$ cat config.mk
export PLATFORM = sky130hd
export DESIGN_NAME = spram_arbiter
export DESIGN_NICKNAME = d
export VERILOG_FILES = /design/src/rtl/spram_arb_pkg.sv /design/src/rtl/spram_arbiter_rr_arbiter2.sv /design/src/rtl/spram_arbiter.sv
export SDC_FILE = /design/constraint.sdc
export NUM_CORES = 1
export LEC_CHECK = 0
export BUFFER_PORTS_ARGS = -buffer_cell sky130_fd_sc_hd__buf_2
export CORE_MARGIN = 8
export CORE_UTILIZATION = 35
export CTS_BUF_LIST = sky130_fd_sc_hd__clkbuf_4 sky130_fd_sc_hd__clkbuf_8
export DETAILED_ROUTE_END_ITERATION = 6
export PLACE_DENSITY_LB_ADDON = 0.08
export SLEW_MARGIN = 20
export SYNTH_ARGS = -nofsm -noshare
export SYNTH_HDL_FRONTEND = slang
export SYNTH_SLANG_ARGS = --single-unit
$ cat constraint.sdc
create_clock -name clk -period 1.15 [get_ports clk]
set_input_delay 0.1725 -clock clk [delete_from_list [all_inputs] [get_ports clk]]
set_output_delay 0.1725 -clock clk [all_outputs]
set_load 0.01 [all_outputs]
$ cat src/rtl/spram_arb_pkg.sv
// Shared types and constants for the two-requester single-port RAM arbiter.
package spram_arb_pkg;

  typedef enum logic {
    REQ_A = 1'b0,
    REQ_B = 1'b1
  } req_id_e;

  localparam int unsigned STATS_CNT_WIDTH = 16;
  localparam logic [STATS_CNT_WIDTH-1:0] STATS_CNT_MAX = '1;

endpackage

$ cat src/rtl/spram_arbiter_rr_arbiter2.sv
// Two-way round-robin grant logic; `last` remembers the most recent winner.
module rr_arbiter2
  import spram_arb_pkg::*;
(
  input  logic       clk,
  input  logic       rst,
  input  logic [1:0] req,
  output logic [1:0] gnt
);

  req_id_e last_q, last_d;

  // Bit 0 is requester A, bit 1 is requester B; ties go to whoever did not win last.
  always_comb begin
    gnt = '0;
    if (!rst) begin
      case (req)
        2'b01:   gnt = 2'b01;
        2'b10:   gnt = 2'b10;
        2'b11:   gnt = (last_q == REQ_B) ? 2'b01 : 2'b10;
        default: gnt = '0;
      endcase
    end
  end

  always_comb begin
    last_d = last_q;
    if (gnt[0]) begin
      last_d = REQ_A;
    end else if (gnt[1]) begin
      last_d = REQ_B;
    end
  end

  always_ff @(posedge clk) begin
    if (rst) begin
      last_q <= REQ_B;
    end else begin
      last_q <= last_d;
    end
  end

endmodule

$ cat src/rtl/spram_arbiter.sv
// Shares one write-first single-port RAM between requesters A and B.
// Optional grant counters are enabled by defining SPRAM_ARB_STATS_EN.
module spram_arbiter
  import spram_arb_pkg::*;
#(
  parameter int unsigned ADDR_WIDTH = 7,
  parameter int unsigned DATA_WIDTH = 8
) (
  input  logic                  clk,
  input  logic                  rst,
  input  logic                  a_req,
  input  logic                  a_we,
  input  logic [ADDR_WIDTH-1:0] a_addr,
  input  logic [DATA_WIDTH-1:0] a_wdata,
  output logic                  a_gnt,
  output logic                  a_rvalid,
  output logic [DATA_WIDTH-1:0] a_rdata,
  input  logic                  b_req,
  input  logic                  b_we,
  input  logic [ADDR_WIDTH-1:0] b_addr,
  input  logic [DATA_WIDTH-1:0] b_wdata,
  output logic                  b_gnt,
  output logic                  b_rvalid,
  output logic [DATA_WIDTH-1:0] b_rdata,
  output logic                  ram_we,
  output logic [ADDR_WIDTH-1:0] ram_address,
  output logic [DATA_WIDTH-1:0] ram_data,
  input  logic [DATA_WIDTH-1:0] ram_q
`ifdef SPRAM_ARB_STATS_EN
  ,
  input  logic                       stats_clr,
  output logic [STATS_CNT_WIDTH-1:0] a_gnt_count,
  output logic [STATS_CNT_WIDTH-1:0] b_gnt_count
`endif
);

  logic [1:0] gnt;
  logic       pending_q, pending_d;
  req_id_e    owner_q, owner_d;

  rr_arbiter2 u_rr_arbiter2 (
    .clk (clk),
    .rst (rst),
    .req ({b_req, a_req}),
    .gnt (gnt)
  );

  assign a_gnt = gnt[0];
  assign b_gnt = gnt[1];

  always_comb begin
    ram_we      = 1'b0;
    ram_address = '0;
    ram_data    = '0;
    if (gnt[0]) begin
      ram_we      = a_we;
      ram_address = a_addr;
      ram_data    = a_wdata;
    end else if (gnt[1]) begin
      ram_we      = b_we;
      ram_address = b_addr;
      ram_data    = b_wdata;
    end
  end

  always_comb begin
    pending_d = |gnt;
    owner_d   = owner_q;
    if (gnt[0]) begin
      owner_d = REQ_A;
    end else if (gnt[1]) begin
      owner_d = REQ_B;
    end
  end

  always_ff @(posedge clk) begin
    if (rst) begin
      pending_q <= 1'b0;
      owner_q   <= REQ_A;
    end else begin
      pending_q <= pending_d;
      owner_q   <= owner_d;
    end
  end

  // rst masks rvalid combinationally so a response due during reset is dropped.
  assign a_rvalid = pending_q && (owner_q == REQ_A) && !rst;
  assign b_rvalid = pending_q && (owner_q == REQ_B) && !rst;
  assign a_rdata  = ram_q;
  assign b_rdata  = ram_q;

`ifdef SPRAM_ARB_STATS_EN
  logic [STATS_CNT_WIDTH-1:0] a_cnt_q, a_cnt_d;
  logic [STATS_CNT_WIDTH-1:0] b_cnt_q, b_cnt_d;

  // Clear wins over a same-cycle grant; counts saturate rather than wrap.
  always_comb begin
    a_cnt_d = a_cnt_q;
    b_cnt_d = b_cnt_q;
    if (stats_clr) begin
      a_cnt_d = '0;
      b_cnt_d = '0;
    end else begin
      if (gnt[0] && (a_cnt_q != STATS_CNT_MAX)) begin
        a_cnt_d = a_cnt_q + 1'b1;
      end
      if (gnt[1] && (b_cnt_q != STATS_CNT_MAX)) begin
        b_cnt_d = b_cnt_q + 1'b1;
      end
    end
  end

  always_ff @(posedge clk) begin
    if (rst) begin
      a_cnt_q <= '0;
      b_cnt_q <= '0;
    end else begin
      a_cnt_q <= a_cnt_d;
      b_cnt_q <= b_cnt_d;
    end
  end

  assign a_gnt_count = a_cnt_q;
  assign b_gnt_count = b_cnt_q;
`endif

endmodule

* Word-level counts from Yosys, hierarchy flattened
Index checks and enable logic that the tools add are counted.
** Storage, ports and cells
- Bits in registers :: 3
- Bits of input ports :: 44
- Output and inout port bits :: 36
- Logic and storage cells :: 26
** Cells by class
- Equal/unequal tests :: 3
- Muxes and demuxes :: 11
- Bitwise gates (word level) :: 1
- Reductions and logical operators :: 8
** Operator list (count)
- 8-bit 2-to-1 mux :: 2
- 7-bit 2-to-1 mux :: 2
- 2-bit case mux with 3 select lines :: 1
- 2-bit == test (second input constant) :: 2
- 1-bit logical AND :: 4
- 1-bit 2-to-1 mux :: 4
- 2-bit 2-to-1 mux :: 2
- 2-bit OR reduction :: 2
- 2-bit by 1-bit == test with 1-bit output (second input constant) :: 1
- 2-bit nonzero test :: 1
- 1-bit zero test :: 1
- 1-bit inverter :: 1

* Logic depth before layout (Yosys ltp)
- Depth in word-level cells :: 5
- Gate-level depth with buffers :: 4
- Depth with buffers taken out :: 2

* Modules after synthesis
A second synthesis with hierarchy kept.
** Second synthesis, totals
- Cells, all modules :: 55
- Area, all modules :: 464.2 um2
** Modules (own cells, without submodules)
- spram_arbiter :: instances 1, cells each 48, area an instance 406.6 um2, sequential area each 40.0 um2
- rr_arbiter2 :: instances 1, cells each 7, area an instance 57.6 um2, sequential area each 20.0 um2

* Worst setup path before layout
Ideal clock, no wire load.
- Kind :: register -> output
- From :: register u_rr_arbiter2.last_q
- To :: output port ram_address[0]
- Arrival time :: 0.955 ns
- Required time :: 0.978 ns
- Setup slack :: 0.023 ns
- Cell stages (with the launch flop) :: 5
- Path buffers :: 2
- Cells stage by stage :: dfxtp_1 -> nor2b_1 -> buf_6 -> buf_12 -> o32ai_2
** On the way
- Longest elaborated chain between the ends :: 5
** RTL lines
- start: declaration :: RTL line spram_arbiter_rr_arbiter2.sv:11 : req_id_e last_q, last_d;
- start signal: assignment :: RTL line spram_arbiter_rr_arbiter2.sv:39 : last_q <= last_d;
- 2-bit 2-to-1 mux (*) :: RTL line spram_arbiter_rr_arbiter2.sv:20 : 2'b11: gnt = (last_q == REQ_B) ? 2'b01 : 2'b10;
- 2-bit case mux with 3 select lines (*) :: RTL line spram_arbiter_rr_arbiter2.sv:17 : case (req)
- 2-bit 2-to-1 mux (*) :: RTL line spram_arbiter_rr_arbiter2.sv:16 : if (!rst) begin
- 7-bit 2-to-1 mux :: RTL line spram_arbiter.sv:59 : end else if (gnt[1]) begin
- 7-bit 2-to-1 mux (*) :: RTL line spram_arbiter.sv:55 : if (gnt[0]) begin
- end: declaration :: RTL line spram_arbiter.sv:26 : output logic [ADDR_WIDTH-1:0] ram_address,
Every way passes the cells marked *; elsewhere a longest branch is shown, timed or not.

* Final worst setup path
- From :: register u_rr_arbiter2.last_q
- To :: output port ram_data[7]
** On the way
- Longest elaborated chain between the ends :: 5
** RTL lines
- 2-bit 2-to-1 mux (*) :: RTL line spram_arbiter_rr_arbiter2.sv:20
- 2-bit case mux with 3 select lines (*) :: RTL line spram_arbiter_rr_arbiter2.sv:17
- 2-bit 2-to-1 mux (*) :: RTL line spram_arbiter_rr_arbiter2.sv:16
- 8-bit 2-to-1 mux :: RTL line spram_arbiter.sv:59
- 8-bit 2-to-1 mux (*) :: RTL line spram_arbiter.sv:55
- end: declaration :: RTL line spram_arbiter.sv:27 : output logic [DATA_WIDTH-1:0] ram_data,
Marks and branches as above.

==> results.cfg <==
[outcome]
status = finished, violations left
violations = negative setup slack

[clock_network]
ctsLongestPathBuffers = 2
clk_latency_ns = 0.24
cts_hold_buf = 0
h-tree-depth = 1
cts_buffers = 3
cts_tree = yes
cts_root_buffer = clkbuf_4
clk_pin_slew_worst_paths_ns = 0.04
clock-sinks = 3

[global_routing]
grt_pass1_wl_um = 4410
overflow = 0
grt_pass1_vias = 879
grt_max_degree = 37
grt_antenna_before_repair = 0
grt_usage_pct = 13.2

[routing]
ant_nets = 0
drt_iter0_markers = 38
viasPerCell = 5.00
vias = 805
drc = 0
firstDrtPassIters = 4
drt-total-wl_um = 2710
wire_per_inst_um = 16.9

[timing]
setup_viol = 18
tightest_slew_ns = 0.515
fin_crit_sh_pct = 122
clock_skew_ns = 0.00240
hold_viol = 0
fmax_ghz = 0.710
slew_headroom_pct = 65.6
setup_ws_ns = -0.258
maxSlewViolCount = 0
fin_crit_ns = 1.41
fin_tns_setup_ns = -4.22
grt_setup_unrepaired = true

[layout]
layout_common_cells = buf_2 (54), nand2b_1 (33), o32ai_2 (12)
drive_gt1_share_pct = 68.7
final_common_cell = buf_2
nets = 179
area_growth_pct = 55.0
antenna_cells = 0
final_util_pct = 58.1

[place]
routabilityCongestion = 0.688
port-buffer-count = 55
hpwl_um = 1760

[logic_synthesis]
syn_inst = 90
synth_area_per_cell_um2 = 8.34
synth_nets = 134
netlist-cell-type-count = 21
syn_area_um2 = 751
yosys_register_bits = 3
ys.warnings.count = 0
yosysSeqAreaShare_pct = 8.00

[min_path]
hold_end = pending_q$_SDFF_PP0_
holdPathStages = 3
hp-class = primary input to flop
hp-start = b_req

[floorplan]
die_height_um = 62.3
die_w_um = 62.3
start_util_pct = 37.5
io_pins = 80
rows = 16
die_area_um2 = 3880
core-area_um2 = 2000

[setup_path]
cp-startpoint = u_rr_arbiter2.last_q$_SDFFE_PP1P_
path_max_fanout = 5
path_class = flop to primary output
ff2ff_setup_slack_ns = 0.25
cp-end-kind = primary output
cp_data_arrival_time_ns = 1.24
reg2reg_to = u_rr_arbiter2.last_q$_SDFFE_PP1P_
rr_startpoint = u_rr_arbiter2.last_q$_SDFFE_PP1P_
cp-start-kind = flop
cp.required_ns = 0.98
ff2ff_path_depth = 2

[pwr]
p_comb_share_pct = 55.4
ir_drop_v = 0.000504
power.internal_mw = 0.484
sequentialPowerShare_pct = 16.0
clkPwrFrac_pct = 28.5
p_sw_mw = 0.257
p_leak_nw = 0.523
power.density_nw_per_um2 = 636
swShare_pct = 34.7

[flow_run]
max_cap_violations = 0
==> power by group through the flow <==
stage | sequential (mW) | combinational, mW | clock, mW
3_3_place_gp | 0.118 | 0.303 | 0
2_1_floorplan | 0.117 | 0.253 | 0
3_5_place_dp | 0.119 | 0.308 | 0
4_1_cts | 0.118 | 0.371 | 0.223
6_report | 0.119 | 0.411 | 0.211
5_1_grt | 0.120 | 0.444 | 0.232
==> stage by stage <==
step	setup slack (ns)	cell area, µm²	std cells	power [mW]	hold slack [ns]
2_1_floorplan	0.0227	751	90	0.370	0.288
3_3_place_gp	-0.110	903	151	0.421	0.345
3_5_place_dp	-0.139	903	151	0.427	0.345
4_1_cts	-0.250	1070	160	0.712	0.236
5_1_grt	-0.306	1160	161	0.795	0.271
6_report	-0.258	1160	161	0.741	0.250
==> cells by family (layout without fill, tap and decap cells) <==
kind of cell | after synthesis | after routing | synth area share [%]
buffers and inverters | 26 | 67 | 27.0
AOI/OAI and AO/OA | 19 | 22 | 30.7
DFF | 3 | 3 | 8.00
and+or+nand+nor | 42 | 42 | 34.3
==> worst max-delay path: stages (launching register included) <==
cell	delay, ns
dfxtp_2	0.33
buf_6	0.13
a21bo_4	0.25
o32ai_4	0.10
buf_2	0.18
==> Yosys cell counts (all sizes together) <==
| cell | number | area share, % |
|---|---|---|
| clkbuf | 2 | 1.0 |
| a21bo | 1 | 1.3 |
| a21oi | 1 | 0.67 |
| nor3 | 1 | 0.67 |
| and3b | 1 | 1.2 |
| nand2b | 33 | 28 |
| buf | 23 | 25 |
| or2 | 1 | 0.83 |
| nor2 | 3 | 1.8 |
| a21o | 1 | 1.0 |
| nor2b | 1 | 0.83 |
| nand2 | 1 | 0.50 |
| o32ai | 16 | 28 |
| dfxtp | 3 | 8.0 |
| nor3b | 1 | 1.0 |
| inv | 1 | 0.50 |
==> sequential cells by signal (all words and copies together) (netlist names) <==
register,count
owner_q,1
u_rr_arbiter2.last_q,1
pending_q,1
==> how the worst max path moves through the flow <==
stage	slack (ns)	cells past startpoint	endpoint
floorplan	0.02	4	ram_address[0]
global placement	-0.11	4	ram_address[4]
detailed placement	-0.14	3	ram_data[1]
CTS	-0.25	4	ram_data[4]
global route	-0.31	4	ram_data[3]
finish	-0.26	4	ram_data[7]
==> routing by layer <==
metal  global-route usage [%]  wire length [µm]  part of all wire [%]  up-vias
li1                         -                 -                     -      394
met1                     14.2              1110                    41      374
met2                     23.5              1400                    51       33
met3                     4.66               191                   7.0        4
met4                     4.27                12                  0.44        0
met5                        0                 0                     0        -
==> cell type report <==
cell class                 count  area [µm²]
clock buffer                   4        30.0
fill                         198         838
inverter                       1        3.75
multi-input combinational     64         653
sequential                     3        61.3
tap                           27        33.8
timing repair buffer          62         382
==> timing repair <==
action,4_1_cts,5_1_grt
pin swaps,6,13
setup endpoints to repair,19,19
buffers inserted,1,0
gates cloned,4,1
resized for setup,14,9
Power figures use the tool's default switching activity.
